==> config.mk <==
export PLATFORM = sky130hd
export DESIGN_NAME = ucode_sequencer
export DESIGN_NICKNAME = d
export VERILOG_FILES = /design/src/rtl/ucode_pkg.sv /design/src/rtl/ucode_rom.sv /design/src/rtl/ucode_sequencer.sv
export SDC_FILE = /design/constraint.sdc
export NUM_CORES = 1
export LEC_CHECK = 0
export BUFFER_PORTS_ARGS = -buffer_cell sky130_fd_sc_hd__buf_2
export CAP_MARGIN = 5
export CORE_ASPECT_RATIO = 0.6
export CORE_MARGIN = 2
export CORE_UTILIZATION = 37
export CTS_CLUSTER_DIAMETER = 120
export DETAILED_ROUTE_END_ITERATION = 10
export PLACE_DENSITY_LB_ADDON = 0.12
export SYNTH_ARGS = -nofsm -noshare
export SYNTH_HDL_FRONTEND = slang
export SYNTH_SLANG_ARGS = --single-unit
==> constraint.sdc <==
create_clock -name clk -period 3.9 [get_ports clk]
set_clock_uncertainty 0.1 [all_clocks]
set_input_delay 0.195 -clock clk [delete_from_list [all_inputs] [get_ports clk]]
set_output_delay 0.195 -clock clk [all_outputs]
set_load 0.01 [all_outputs]
==> src/rtl/ucode_pkg.sv <==
// Shared constants for the multiply microcode sequencer: opcodes, template fields,
// routine lengths and the sequencer state type.
package ucode_pkg;

    localparam int          UC_DEPTH = 16;
    localparam logic [31:0] NOP_WORD = 32'hC800_0000;

    // Multiply opcodes expanded by the sequencer (signed/unsigned x reg/imm)
    localparam logic [6:0] OP_MUL_SR = 7'b0010000;
    localparam logic [6:0] OP_MUL_UR = 7'b0011000;
    localparam logic [6:0] OP_MUL_SI = 7'b0110000;
    localparam logic [6:0] OP_MUL_UI = 7'b0111000;

    localparam logic [3:0] SEL_RD = 4'hF;
    localparam logic [3:0] SEL_RS = 4'hE;

    localparam logic [4:0] LEN_SR = 5'd8;
    localparam logic [4:0] LEN_UR = 5'd6;
    localparam logic [4:0] LEN_SI = 5'd4;
    localparam logic [4:0] LEN_UI = 5'd3;

    localparam logic [6:0] UOP_MOV = 7'b0000001;
    localparam logic [6:0] UOP_ADD = 7'b0000010;
    localparam logic [6:0] UOP_SHL = 7'b0000011;
    localparam logic [6:0] UOP_SHR = 7'b0000100;
    localparam logic [6:0] UOP_AND = 7'b0000101;
    localparam logic [6:0] UOP_LDI = 7'b0000110;
    localparam logic [6:0] UOP_NEG = 7'b0000111;

    typedef enum logic {
        IDLE = 1'b0,
        RUN  = 1'b1
    } state_t;

    function automatic logic is_mul_op(input logic [6:0] op);
        return (op == OP_MUL_SR) || (op == OP_MUL_UR) ||
               (op == OP_MUL_SI) || (op == OP_MUL_UI);
    endfunction

    function automatic logic [4:0] routine_len(input logic [6:0] op);
        logic [4:0] len;
        case (op)
            OP_MUL_SR: len = LEN_SR;
            OP_MUL_UR: len = LEN_UR;
            OP_MUL_SI: len = LEN_SI;
            OP_MUL_UI: len = LEN_UI;
            default:   len = 5'd1;
        endcase
        return len;
    endfunction

    // Template layout: {uop, rd/selector, rs/selector, substitute-imm flag, imm}
    function automatic logic [31:0] tmpl(input logic [6:0] uop, input logic [3:0] rd,
                                         input logic [3:0] rs, input logic sub,
                                         input logic [15:0] imm);
        return {uop, rd, rs, sub, imm};
    endfunction

endpackage

==> src/rtl/ucode_rom.sv <==
// Combinational template store: (opcode, line) -> 32-bit micro-instruction template.
// Lines past a routine's end read as NOP_WORD.
module ucode_rom
    import ucode_pkg::*;
(
    input  logic [6:0]  op,
    input  logic [3:0]  line,
    output logic [31:0] template
);

    always_comb begin
        template = NOP_WORD;
        case (op)
            OP_MUL_SR: begin
                case (line)
                    4'd0:    template = tmpl(UOP_ADD, SEL_RD, SEL_RS, 1'b0, 16'h0000);
                    4'd1:    template = tmpl(UOP_MOV, 4'h1,   SEL_RS, 1'b0, 16'h0000);
                    4'd2:    template = tmpl(UOP_LDI, 4'h2,   4'h0,   1'b0, 16'h0010);
                    4'd3:    template = tmpl(UOP_AND, 4'h3,   4'h1,   1'b0, 16'h0001);
                    4'd4:    template = tmpl(UOP_SHL, 4'h1,   4'h1,   1'b0, 16'h0001);
                    4'd5:    template = tmpl(UOP_SHR, SEL_RS, SEL_RS, 1'b0, 16'h0001);
                    4'd6:    template = tmpl(UOP_NEG, SEL_RD, SEL_RD, 1'b0, 16'h0000);
                    4'd7:    template = tmpl(UOP_ADD, SEL_RD, 4'h2,   1'b0, 16'h0000);
                    default: template = NOP_WORD;
                endcase
            end
            OP_MUL_UR: begin
                case (line)
                    4'd0:    template = tmpl(UOP_MOV, 4'h1,   SEL_RD, 1'b0, 16'h0000);
                    4'd1:    template = tmpl(UOP_MOV, 4'h2,   SEL_RS, 1'b0, 16'h0000);
                    4'd2:    template = tmpl(UOP_LDI, SEL_RD, 4'h0,   1'b0, 16'h0000);
                    4'd3:    template = tmpl(UOP_AND, 4'h3,   4'h2,   1'b0, 16'h0001);
                    4'd4:    template = tmpl(UOP_SHL, 4'h1,   4'h1,   1'b0, 16'h0001);
                    4'd5:    template = tmpl(UOP_ADD, SEL_RD, 4'h1,   1'b0, 16'h0000);
                    default: template = NOP_WORD;
                endcase
            end
            OP_MUL_SI: begin
                case (line)
                    4'd0:    template = tmpl(UOP_LDI, 4'h2,   4'h0,   1'b1, 16'h0000);
                    4'd1:    template = tmpl(UOP_MOV, 4'h1,   SEL_RS, 1'b0, 16'h0000);
                    4'd2:    template = tmpl(UOP_SHL, 4'h1,   4'h1,   1'b0, 16'h0004);
                    4'd3:    template = tmpl(UOP_ADD, SEL_RD, 4'h1,   1'b1, 16'h0000);
                    default: template = NOP_WORD;
                endcase
            end
            OP_MUL_UI: begin
                case (line)
                    4'd0:    template = tmpl(UOP_LDI, 4'h2,   4'h0,   1'b1, 16'h0000);
                    4'd1:    template = tmpl(UOP_AND, SEL_RD, SEL_RS, 1'b0, 16'hFFFF);
                    4'd2:    template = tmpl(UOP_ADD, SEL_RD, 4'h2,   1'b0, 16'h0000);
                    default: template = NOP_WORD;
                endcase
            end
            default: template = NOP_WORD;
        endcase
    end

endmodule

==> src/rtl/ucode_sequencer.sv <==
// Multiply-expansion microcode responder: captures the issuing instruction, then serves
// operand-substituted template lines indexed by fetch's ghost_PC and checks the line protocol.
module ucode_sequencer
    import ucode_pkg::*;
(
    input  logic        clk,
    input  logic        rst,
    input  logic [6:0]  op_in,
    input  logic [3:0]  rd_in,
    input  logic [3:0]  rs_in,
    input  logic [15:0] imm_in,
    input  logic        issue,
    input  logic        ucode_flag,
    input  logic [3:0]  ghost_PC,
    output logic [31:0] ghost_instruction,
    output logic        ucode_done,
    output logic        busy,
    output logic        seq_err
);

    state_t      state;
    logic [6:0]  cap_op;
    logic [3:0]  cap_rd;
    logic [3:0]  cap_rs;
    logic [15:0] cap_imm;
    logic [3:0]  step;

    logic [31:0] tmpl_word;
    logic [4:0]  len;
    logic        run;
    logic        in_range;

    ucode_rom u_rom (
        .op       (cap_op),
        .line     (ghost_PC),
        .template (tmpl_word)
    );

    function automatic logic [3:0] sel_reg(input logic [3:0] sel, input logic [3:0] rd,
                                           input logic [3:0] rs);
        logic [3:0] r;
        case (sel)
            SEL_RD:  r = rd;
            SEL_RS:  r = rs;
            default: r = sel;
        endcase
        return r;
    endfunction

    assign run      = (state == RUN);
    assign len      = routine_len(cap_op);
    assign in_range = ({1'b0, ghost_PC} < len);
    assign busy     = run;

    always_comb begin
        ghost_instruction = NOP_WORD;
        ucode_done        = 1'b0;
        if (run && in_range) begin
            ghost_instruction = {tmpl_word[31:25],
                                 sel_reg(tmpl_word[24:21], cap_rd, cap_rs),
                                 sel_reg(tmpl_word[20:17], cap_rd, cap_rs),
                                 1'b0,
                                 tmpl_word[16] ? cap_imm : tmpl_word[15:0]};
            ucode_done        = ({1'b0, ghost_PC} == (len - 5'd1));
        end
    end

    always_ff @(posedge clk or negedge rst) begin
        if (!rst) begin
            state   <= IDLE;
            cap_op  <= '0;
            cap_rd  <= '0;
            cap_rs  <= '0;
            cap_imm <= '0;
            step    <= '0;
            seq_err <= 1'b0;
        end else begin
            case (state)
                IDLE: begin
                    if (issue && is_mul_op(op_in)) begin
                        cap_op  <= op_in;
                        cap_rd  <= rd_in;
                        cap_rs  <= rs_in;
                        cap_imm <= imm_in;
                        step    <= '0;
                        state   <= RUN;
                    end
                end
                RUN: begin
                    if (ucode_flag) begin
                        step <= step + 4'd1;
                        if ((ghost_PC != step) || !in_range)
                            seq_err <= 1'b1;
                        if (ucode_done)
                            state <= IDLE;
                    end else begin
                        // Fetch abandoned the routine (left sUcode early or was reset)
                        seq_err <= 1'b1;
                        state   <= IDLE;
                    end
                end
                default: state <= IDLE;
            endcase
        end
    end

endmodule

==> results of run 1 <==
state kept, by name (all words and copies together), names as in the netlist:
name     cells
seq_err      1
cap_imm     16
cap_rd       4
step         4
cap_op       7
cap_rs       4
busy         1
power breakdown:
part	internal [mW]	total (mW)	switching [mW]
clock	0.319	0.470	0.151
combinational	0.166	0.360	0.194
sequential	0.450	0.513	0.0636
stage by stage:
stage          area, um2  cells  util (%)  power [mW]  worst slack, ns
3_3_place_gp        3180    450      43.6       0.874            0.697
2_1_floorplan       2810    296         -       0.787            0.907
5_1_grt             3370    459      46.1        1.43           0.0294
6_report            3370    459      46.1        1.34            0.284
3_5_place_dp        3180    450      43.6       0.877            0.618
4_1_cts             3370    459      46.1        1.35            0.309
cell usage in the layout, fill, tap and decap left out, drive strengths merged, types with 5 or more instances in the layout:
cell / n
ha: 14
a21o: 5
buf: 74
nand2b: 5
mux2: 27
o21a: 15
xor2: 5
dfrtp: 37
a21oi: 17
o21ai: 12
nand3: 7
nor2: 15
nor3: 10
clkbuf: 6
a211oi: 5
mux2i: 8
and2: 8
nand2: 21
inv: 9
worst paths after layout:
check,to,cells past startpoint
worst max-delay path,ghost_instruction[6],12
worst min-delay path,cap_imm[15],2
worst max register to register,busy,10
worst min register to register,seq_err,1
max in group asynchronous,busy,2
min in group asynchronous,cap_rd[0],2
timing repair:
item | CTS | global route
buffers inserted | 0 | 0
endpoints found under the setup margin | 0 | 0
hold endpoints to repair | 37 | 0
hold buffers | 1 | 0
metal layers:
layer	routed length (um)	track usage [%]	part of all wire [%]	vias up
met3	518	4.91	7.2	2
li1	-	-	-	1181
met1	3630	27.5	50	1181
met4	29	3.57	0.40	0
met5	0	0	0	-
met2	3050	25.6	42	82
area by class of cell:
| cell class | count | area, um2 | share of cell area, % |
|---|---|---|---|
| clock buffer | 6 | 139 | 4.12 |
| inverter | 9 | 33.8 | 1.00 |
| clock inverter | 2 | 37.5 | 1.11 |
| timing repair buffer | 75 | 390 | 11.6 |
| sequential | 37 | 926 | 27.5 |
| tap | 104 | 130 | 3.86 |
| multi-input combinational | 226 | 1710 | 50.8 |
cells by family after synthesis:
| group | count (synthesis) |
|---|---|
| AND/OR/NAND/NOR | 80 |
| AO/OA/AOI/OAI | 85 |
| XOR/XNOR | 9 |
| adder cells (fa/ha/maj) | 14 |
| multiplexers | 35 |
| other | 1 |
| flip-flops | 37 |
| buffers and inverters | 33 |
worst max-delay path, stage by stage (launching register included):
cell	delay, ns
dfrtp_1	0.40
nor4_4	0.35
and2_4	0.30
nand2_1	0.11
ha_1	0.29
nor2b_1	0.13
o21a_1	0.15
o21ai_0	0.25
nand2_1	0.34
nor2_1	0.22
buf_4	0.21
o21a_1	0.15
buf_2	0.13
==> impl_metrics.yaml, run 1 <==
synth:
  synth_top_family_by_area: "compound AO/OA/AOI/OAI gates"
  synth-xor-area-share_pct: 2.81
  synth_edf_count: 0
  ys_top_cells_by_count: "37 x dfrtp_1, 27 x mux2_2, 19 x nand2_1"
  synthCells: 294
  ys_types: 54
  synth.avg_cell_area_um2: 9.53
  yosysMostFrequentCell: "dfrtp_1"
  yosysSeqAreaShare_pct: 33.0
  synth_top_area_share_pct: 33.0
  muxShareOfSynthArea_pct: 13.7
  yosys.area_share.simple_pct: 15.3
  synth.top_cells.by_area: "dfrtp_1 33%, mux2_2 11%, ha_1 6.3%"
  async_flop_share_pct: 100
  yosysTopAreaCell: "dfrtp_1"
  synth_compound_area_share_pct: 22.5
  synth.ff_latch_count: 37
  synth_area_um2: 2800
  synth_flop_cell: "dfrtp_1"
  synth.yosys.warnings: 0
  synth_adder_area_share_pct: 6.25
clock_network:
  cts_made_buffers: 5
  cts_resized: 0
  clk_pin_slew_ns: 0.06
  cts_buffer_depth: 2
  cts_tree: "built"
  cts.sinks: 37
  cts-root-buf: "clkbuf_16"
  htreeDepth: 2
  clkLatencyLatePin_ns: 0.28
route:
  drt_first_pass_iters: 4
  avgRoutedWirePerCell_um: 15.8
  vias_per_cell: 5.33
  vias: 2446
  drt_iter0_markers: 159
  finalWirelength_um: 7230
  antenna_left: 0
  drc: 0
setup_path:
  cp.required_ns: 3.61
  cp_data_arrival_time_ns: 3.32
  path_max_fanout: 13
  r2r_start: "cap_op[6]"
  reg2reg_slack_ns: 0.88
  path_class: "reg2out"
  critPathCaptureType: "output port"
  start_kind: "flop"
  crit_start: "cap_op[6]"
sta:
  tns_ns: 0
  rsz0062_at_grt: "false"
  fin_hold_ws_ns: 0.0444
  period_share_pct: 92.7
  fin_crit_ns: 3.62
  fmax_mhz: 277
  setup_viol: 0
  slew-limit-headroom_pct: 45.8
  hold_violations: 0
  worstMarginPinSlew_ns: 0.812
  slew_viol_final: 0
grt:
  antenna_found_initial: 0
  grtUsageTotal_pct: 18.0
  grt_max_degree: 38
  grt_pass1_vias: 2303
  grt_pass1_wl_um: 11700
  grt_overflow: 0
die:
  io_pins: 74
  row_count: 24
  die_width_um: 116
  die_height_um: 71.4
  core_um2: 7300
  dieArea_um2: 8310
  start_util_pct: 38.4
min_path:
  min_from: "imm_in[15]"
  hold_class: "in2reg"
final_layout:
  fin_nets: 407
  area_growth_pct: 20.1
  drive_above_1_share_pct: 33.8
  n_fill_cell: 694
  diodes: 0
power_and_ir_drop:
  p_leak_nw: 1.59
  power_density_nw_per_um2: 399
  peakVddDrop_mv: 0.181
outcome:
  status: "finished clean"
run:
  max_cap_violations: 0
place:
  dp_hpwl_um: 5510
  place.gp.congestion: 0.874
  port_buffers: 70
Note: power is estimated with default switching activity, not from simulation.
==> run 2, diff against run 1 <==
clock period = 3.76 ns   (was 3.9 ns; I/O delays follow)
==> run 2 against run 1 <==
Against the previous run:
- non-clock buffer count grew 1
- clock-buffer cell count fell by 1
- setup slack worse by 0.044 ns
- via count increased by 0.33%
- wire length grew 2.1%
- sequential cell count stayed put
- clock power fell by 13%
- global-route usage up 0.85 points
- sequential power is 2% higher
- sequential share of layout area rose by 0.20 points
- critical path depth decreased by 1
- largest power group unchanged
- highest routed layer unchanged
==> impl_metrics.yaml, run 2 (synthesis results as in run 1) <==
outcome:
  status: "finished clean"
place:
  port_buffers: 70
  place.gp.congestion: 0.876
  dp_cells: 451
  dp_hpwl_um: 5580
route:
  finalWirelength_um: 7380
  drt_first_pass_iters: 5
  vias: 2454
  drc: 0
  antenna_left: 0
  drt_iter0_markers: 180
  avgRoutedWirePerCell_um: 16.0
  vias_per_cell: 5.33
run:
  max_cap_violations: 0
sta:
  period_share_pct: 93.6
  slew-limit-headroom_pct: 45.4
  setup_viol: 0
  fin_crit_ns: 3.52
  hold_violations: 0
  tns_ns: 0
  rsz0062_at_grt: "false"
  slew_viol_final: 0
  fmax_mhz: 284
  worstMarginPinSlew_ns: 0.819
grt:
  grt_pass1_wl_um: 12200
  grt_max_degree: 38
  grtUsageTotal_pct: 18.9
  grt_overflow: 0
  antenna_found_initial: 0
  grt_pass1_vias: 2331
die:
  die_width_um: 116
  io_pins: 74
  dieArea_um2: 8310
  core_um2: 7300
  row_count: 24
  die_height_um: 71.4
  start_util_pct: 38.4
power_and_ir_drop:
  power.switching_mw: 0.439
  p_seq_share_pct: 39.7
  power_frac_comb_pct: 29.3
  p_leak_nw: 1.58
  peakVddDrop_mv: 0.154
  p_int_mw: 0.884
  switching_share_pct: 33.2
  p_clk_share_pct: 31.0
  power_density_nw_per_um2: 396
clock_network:
  cts_made_buffers: 5
  clkLatencyLatePin_ns: 0.28
  cts_setup_buffers: 0
  cts-root-buf: "clkbuf_16"
  clk_pin_slew_ns: 0.06
  htreeDepth: 2
  cts_tree: "built"
  cts.sinks: 37
  cts_buffer_depth: 2
final_layout:
  n_fill_cell: 722
  area_growth_pct: 19.3
  largest_register_ffs: 16
  top_regs: "cap_imm: 16 flops, cap_op: 7 flops"
  layout_commonest_cell: "buf_2"
  drive_above_1_share_pct: 34.3
  most-common-layout-cells: "70 x buf_2, 37 x dfrtp_1, 27 x mux2_2, 18 x nand2_1, 17 x a21oi_1"
  fin_nets: 408
  stdcell_count: 460
  top_register: "cap_imm"
  diodes: 0
setup_path:
  path_max_fanout: 11
  path_class: "reg2out"
  critPathCaptureType: "output port"
  cp.required_ns: 3.47
  cp_data_arrival_time_ns: 3.23
  start_kind: "flop"
min_path:
  hold_class: "in2reg"
run 2: cell type report:
class	count	area [um2]	area share, %
Timing Repair Buffer	76	398	11.9
Clock buffer	5	125	3.74
Multi-Input combinational cell	226	1710	51.2
Inverter	9	33.8	1.01
Sequential cell	37	926	27.7
Clock inverter	3	17.5	0.524
Tap cell	104	130	3.89
run 2: through the flow:
stage	area, um2	power (mW)	hold WS [ns]	utilization, %	setup WS [ns]
6_report	3340	1.32	0.0306	45.8	0.240
3_5_place_dp	3190	0.914	0.235	43.7	0.525
4_1_cts	3340	1.33	0.0285	45.8	0.216
2_1_floorplan	2810	0.817	-0.208	-	0.774
3_3_place_gp	3190	0.909	0.227	43.7	0.559
5_1_grt	3340	1.41	0.0272	45.8	0.0475
run 2: path summary, 6_finish.rpt:
path | start | end | slack [ns] | cells after the start
min in group asynchronous | rst | cap_rd[0] | 0.44 | 2
min | imm_in[15] | cap_imm[15] | 0.03 | 2
min reg2reg | seq_err | seq_err | 0.36 | 1
max | cap_op[6] | ghost_instruction[30] | 0.24 | 11
max in group asynchronous | rst | cap_imm[2] | 2.60 | 2
max reg2reg | cap_op[6] | busy | 1.01 | 10
run 2: critical path, stage by stage (launching register included):
cell,delay (ns)
dfrtp_1,0.40
nor4_4,0.33
and2_4,0.29
nand2_1,0.11
ha_1,0.28
nor2b_1,0.12
o21a_1,0.16
o21ai_1,0.21
and3_2,0.32
o21ai_0,0.20
a311o_1,0.38
buf_2,0.15
run 2: what timing repair did:
action	CTS	global route
hold endpoints to repair	37	0
setup endpoints to repair	0	19
hold buffers	1	0
gates resized for setup	0	2
run 2: power groups by stage:
stage          combinational, mW  sequential, mW  clock, mW
6_report                   0.388           0.525      0.411
5_1_grt                    0.436           0.537      0.436
4_1_cts                    0.385           0.525      0.419
3_5_place_dp               0.383           0.531          0
3_3_place_gp               0.378           0.531          0
2_1_floorplan              0.308           0.509          0
run 2: per-layer routing:
metal | global-route usage (%) | up-vias | wire [um]
met2 | 25.8 | 106 | 3030
met5 | 0 | - | 0
met3 | 4.82 | 9 | 650
li1 | - | 1179 | -
met4 | 4.37 | 0 | 72
met1 | 29.5 | 1160 | 3630
